File: config.mk
export PLATFORM = sky130hd
export DESIGN_NAME = pio_tx_fifo
export DESIGN_NICKNAME = d
export VERILOG_FILES = /design/src/rtl/pio_tx_fifo.sv
export SDC_FILE = /design/constraint.sdc
export NUM_CORES = 1
export LEC_CHECK = 0
export ABC_AREA = 1
export CAP_MARGIN = 30
export CORE_ASPECT_RATIO = 0.6
export CORE_MARGIN = 2
export CORE_UTILIZATION = 45
export DETAILED_ROUTE_END_ITERATION = 8
export PLACE_DENSITY = 0.74
export SLEW_MARGIN = 25
export SYNTH_ARGS = -nofsm -noshare
export SYNTH_HDL_FRONTEND = slang
export SYNTH_SLANG_ARGS = --single-unit
File: constraint.sdc
create_clock -name clk_i -period 3.9 [get_ports clk_i]
set_input_delay 0.78 -clock clk_i [delete_from_list [all_inputs] [get_ports clk_i]]
set_output_delay 0.78 -clock clk_i [all_outputs]
set_load 0.01 [all_outputs]
File: src/rtl/pio_tx_fifo.sv
// PIO transmit FIFO: first-word-fall-through circular buffer whose depth
// doubles when join is set, with sticky overflow/stall flags and a DMA request.
module pio_tx_fifo #(
  parameter int unsigned WIDTH      = 32,
  parameter int unsigned BASE_DEPTH = 4
) (
  input  logic             clk_i,
  input  logic             reset_i,
  input  logic             push_i,
  input  logic [WIDTH-1:0] push_data_i,
  input  logic             pull_i,
  output logic [WIDTH-1:0] pull_data_o,
  output logic             pull_valid_o,
  input  logic             join_i,
  input  logic             flush_i,
  output logic             full_o,
  output logic             empty_o,
  output logic [$clog2(2*BASE_DEPTH):0] level_o,
  output logic             dreq_o,
  output logic             txover_o,
  output logic             txstall_o,
  input  logic             clr_over_i,
  input  logic             clr_stall_i
);

  localparam int unsigned DEPTH = 2 * BASE_DEPTH;
  localparam int unsigned PTR_W = $clog2(DEPTH);
  localparam int unsigned LVL_W = $clog2(DEPTH) + 1;

  logic [WIDTH-1:0] mem_q [DEPTH];
  logic [PTR_W-1:0] wptr_q, wptr_d, rptr_q, rptr_d;
  logic [PTR_W-1:0] wptr_inc_c, rptr_inc_c;
  logic [LVL_W-1:0] level_q, level_d;
  logic [LVL_W-1:0] cap_c, last_c;
  logic             txover_q, txover_d, txstall_q, txstall_d;
  logic             join_q;
  logic             do_push, do_pull, set_over, set_stall, clear_c;

  // Capacity follows the registered join so flags never glitch on the input.
  assign cap_c  = join_q ? LVL_W'(DEPTH) : LVL_W'(BASE_DEPTH);
  assign last_c = cap_c - LVL_W'(1);

  assign wptr_inc_c = (LVL_W'(wptr_q) == last_c) ? '0 : wptr_q + PTR_W'(1);
  assign rptr_inc_c = (LVL_W'(rptr_q) == last_c) ? '0 : rptr_q + PTR_W'(1);

  assign full_o       = (level_q == cap_c);
  assign empty_o      = (level_q == '0);
  assign pull_valid_o = ~empty_o;
  assign dreq_o       = ~full_o;
  assign level_o      = level_q;
  assign txover_o     = txover_q;
  assign txstall_o    = txstall_q;
  assign pull_data_o  = mem_q[rptr_q];

  // A join change repartitions storage, so it discards contents like flush.
  assign clear_c = flush_i | (join_i != join_q);

  // Next-state for pointers, occupancy and sticky flags.
  always_comb begin
    wptr_d    = wptr_q;
    rptr_d    = rptr_q;
    level_d   = level_q;
    do_push   = 1'b0;
    do_pull   = 1'b0;
    set_over  = 1'b0;
    set_stall = 1'b0;
    if (clear_c) begin
      wptr_d  = '0;
      rptr_d  = '0;
      level_d = '0;
    end else begin
      // When full, a same-cycle pull frees the slot the push lands in.
      do_pull   = pull_i & ~empty_o;
      do_push   = push_i & (~full_o | pull_i);
      set_over  = push_i & full_o & ~pull_i;
      set_stall = pull_i & empty_o;
      if (do_push) wptr_d = wptr_inc_c;
      if (do_pull) rptr_d = rptr_inc_c;
      level_d = level_q + LVL_W'(do_push) - LVL_W'(do_pull);
    end
    txover_d  = set_over  | (txover_q  & ~clr_over_i);
    txstall_d = set_stall | (txstall_q & ~clr_stall_i);
  end

  // Control state register with synchronous reset.
  always_ff @(posedge clk_i) begin
    if (reset_i) begin
      wptr_q    <= '0;
      rptr_q    <= '0;
      level_q   <= '0;
      txover_q  <= 1'b0;
      txstall_q <= 1'b0;
      join_q    <= join_i;
    end else begin
      wptr_q    <= wptr_d;
      rptr_q    <= rptr_d;
      level_q   <= level_d;
      txover_q  <= txover_d;
      txstall_q <= txstall_d;
      join_q    <= join_i;
    end
  end

  // Storage write; contents are not reset.
  always_ff @(posedge clk_i) begin
    if (!reset_i && do_push) begin
      mem_q[wptr_q] <= push_data_i;
    end
  end

endmodule
==> qor.txt <==
========================================================================================
Run status                                                                  complete, no violations
Proportion of layout cells with a drive suffix above 1                            0.0800
Post-DP HPWL                                                                13,900 microns
P per Cell Area                                                              435 nW/um^2
Maximum clock rate                                                               282 MHz
Setup slack of the worst register-to-register path                               1520 ps
Number of top-level pins                                                              82
Launching point of the worst reg2reg path                                         join_q
Port Buffers                                                                          81
TritonCTS clock tree                                                                done
Area of the multi-input gates                                                 2580 sq um
Core box area                                                               24,000 sq um
Pin count of the biggest net entering global routing                                  60
Vias in the first global route                                                     6,324
First-pass DRT Iterations                                                              6
Cell leakage power                                                               4.27 nW
Antenna violations before repair                                                       0
Number of diodes added for antenna fixing                                              0
Worst slew pin tran                                                               746 ps
WL/cell                                                                     18.0 microns
Number of hold-slack violations in the final timing report                             0
Syn avg cell area                                                             13.0 sq um
IR drop worst, VDD                                                              0.341 mV
Critical path data required time                                                 3120 ps
Total CTS buffers                                                                     25
Die width                                                                    205 microns
Worst R2R Path Depth                                                                   7
Source-to-sink clock delay at the later pin of the worst-skew pair                520 ps
Post-CTS setup-driven buffer insertion count                                           0
Final max-slew violation count                                                         0
Clock Tree Root                                                             sky130_fd_sc_hd__clkbuf_16
Number of synthesized flops with an enable pin                                       256
Worst clock skew on the final layout                                             8.71 ps
Hold Path Origin                                                               txstall_o
Warning count from the yosys run                                                       0
Maximum buffer depth of the clock tree                                                 3
Start-to-end type of the worst setup path                                        reg2out
Resize count post-CTS                                                                  0
Count of mapped cells out of synthesis                                               840
Post-synth design cell area                                                 10,900 sq um
Asr flop ratio synth                                                                   0
Arrival @ worst endpoint                                                         2770 ps
Sinks on the clock net                                                               272
Iteration-0 DRC count of the detailed router                                         568
Unrepaired setup endpoints after global routing                                       no
Crit path max fanout                                                                  45
Endpoint of the lowest-slack register-to-register path                      mem_q[6][23]
CTS clk-pin slew, worst paths                                                      60 ps
Number of buffers added to fix hold violations after cts                               0
Worst Setup Slack, final                                                          355 ps
Part of the Yosys area used for sequential elements                                0.735
Setup TNS                                                                           0 ps
Critical Path Sink Type                                                       output pin
Cell Rows                                                                             44
Hold Crit Endpoint                                                             txstall_o
Syn_nets                                                                             888
Global-route wire length before repair                                      35,600 microns
Total die area                                                              25,500 sq um
Count of antenna-violating nets left after detailed routing                            0
Total cell area at the placement stage                                      12,200 sq um
Final standard cell utilization of the core                                        0.536
Max-cap violation count                                                                0
Count of H-tree levels built during CTS                                                1
Final-layout fill cell count                                                       2,011
Number of remaining DRC errors                                                         0
Total area of sequential cells                                                8020 sq um
Initial core utilization                                                           0.454
Final setup violating endpoints                                                        0
Flip-flop and latch count after synthesis                                            272
Worst hold path type                                                             reg2reg
Max_slew headroom                                                                  0.502
Count of nets after finishing                                                        969
Cell area after layout                                                      12,900 sq um
Primary flip-flop cell chosen by synthesis mapping                          sky130_fd_sc_hd__edfxtp_1
Portion of the clock cycle consumed by the worst path in the final layout          0.909
Vias post-DR                                                                       6,582
Count of cell types in the netlist                                                    32
Area overhead of the layout relative to synthesis                                  18.1%
Aggregate global-route resource usage                                              0.178
GRT overflow                                                                           0
Worst setup timing slack at the placement stage                                   733 ps
Startpoint class of the critical path                                          flip-flop
DR vias/cell                                                                        5.22
Die height                                                                   125 microns
Final Critical Period                                                            3550 ps
Worst hold path cell count                                                             2
Total wire length                                                           22,700 microns
RePlAce Congestion                                                                 0.793
========================================================================================
routing by layer:
layer / vias up / track usage / part of all wire
met3: 26 / 0.0293 / 0.061
met2: 192 / 0.277 / 0.45
met4: 0 / 0.0284 / 0.013
li1: 3176 / - / -
met1: 3188 / 0.270 / 0.47
met5: - / 0 / 0
where the power goes:
group / switching, mW / internal, mW
combinational: 0.107 / 0.0791
clock: 1.00 / 1.20
sequential: 0.00617 / 3.20
kinds of logic (layout without fill, tap and decap cells):
family | Yosys count | after routing | synth area share
and+or+nand+nor | 278 | 278 | 0.105
muxes | 32 | 32 | 0.0294
buffers and inverters | 73 | 171 | 0.0344
xor gates and xnor gates | 2 | 2 | 0.00161
DFF | 272 | 272 | 0.735
AOI/OAI and AO/OA | 175 | 175 | 0.0852
adders and majority gates | 8 | 8 | 0.00987
flip-flops by register name, indices dropped and copies added (netlist names), named ones only:
| signal | cells |
|---|---|
| level_o | 4 |
| rptr_q | 3 |
| join_q | 1 |
| txstall_o | 1 |
| mem_q | 256 |
| txover_o | 1 |
| wptr_q | 3 |
per-stage QoR:
stage          cells  total power, mW  hold slack (ps)
6_report        1260             5.60              460
3_3_place_gp    1216             3.45              450
5_1_grt         1260             5.78              492
2_1_floorplan    840             3.34              461
4_1_cts         1260             5.65              463
3_5_place_dp    1216             3.46              449
worst max-delay path, stage by stage, from the launching register on:
cell and delay (ps):
sky130_fd_sc_hd__dfxtp_4 600, sky130_fd_sc_hd__buf_4 530, sky130_fd_sc_hd__nor2_1 100, sky130_fd_sc_hd__nor2_1 90, sky130_fd_sc_hd__o21ai_0 70, sky130_fd_sc_hd__o21ai_1 120, sky130_fd_sc_hd__nand2_1 110, sky130_fd_sc_hd__nand2_1 90
sky130_fd_sc_hd__clkdlybuf4s50_1 530
area by class of cell:
class	instances	share of cell area
Sequential cell	272	0.623
Tap cell	322	0.0313
Timing Repair Buffer	100	0.0818
Clock buffer	34	0.0520
Clock inverter	10	0.00408
Multi-Input combinational cell	495	0.200
Inverter	27	0.00787
cells in the mapped netlist (5+ instances only):
library cell | number | area, sq um
sky130_fd_sc_hd__edfxtp_1 | 256 | 7690
sky130_fd_sc_hd__nor2_1 | 144 | 541
sky130_fd_sc_hd__nand2_1 | 118 | 443
sky130_fd_sc_hd__o21ai_0 | 107 | 536
sky130_fd_sc_hd__mux2i_1 | 32 | 320
sky130_fd_sc_hd__o22ai_1 | 32 | 200
sky130_fd_sc_hd__inv_1 | 25 | 93.8
sky130_fd_sc_hd__o21ai_1 | 24 | 120
sky130_fd_sc_hd__dfxtp_1 | 16 | 320
sky130_fd_sc_hd__clkbuf_1 | 15 | 56.3
sky130_fd_sc_hd__buf_2 | 12 | 60.1
sky130_fd_sc_hd__a21oi_1 | 8 | 40.0
sky130_fd_sc_hd__nand3_1 | 8 | 40.0
sky130_fd_sc_hd__buf_4 | 7 | 52.6
sky130_fd_sc_hd__ha_1 | 7 | 87.6
sky130_fd_sc_hd__clkbuf_2 | 5 | 25.0
placed cells by master, fill, tap and decap left out, types with 11 or more instances in the layout:
cell	instances
sky130_fd_sc_hd__nor2_1	136
sky130_fd_sc_hd__clkdlybuf4s50_1	81
sky130_fd_sc_hd__mux2i_1	32
sky130_fd_sc_hd__inv_1	24
sky130_fd_sc_hd__clkbuf_16	25
sky130_fd_sc_hd__o22ai_1	32
sky130_fd_sc_hd__buf_4	11
sky130_fd_sc_hd__o21ai_0	107
sky130_fd_sc_hd__nand2_1	118
sky130_fd_sc_hd__dfxtp_1	14
sky130_fd_sc_hd__o21ai_1	24
sky130_fd_sc_hd__edfxtp_1	256
worst max-delay path by stage:
stage,from,to,cells past startpoint
6_report,flip-flop,pull_data_o[8],8
5_1_grt,flip-flop,pull_data_o[5],8
4_1_cts,flip-flop,pull_data_o[1],8
3_5_place_dp,join_i,mem_q[6][23],8
3_3_place_gp,join_i,mem_q[6][17],8
2_1_floorplan,join_i,mem_q[1][0],6
Power figures use the tool's default switching activity.
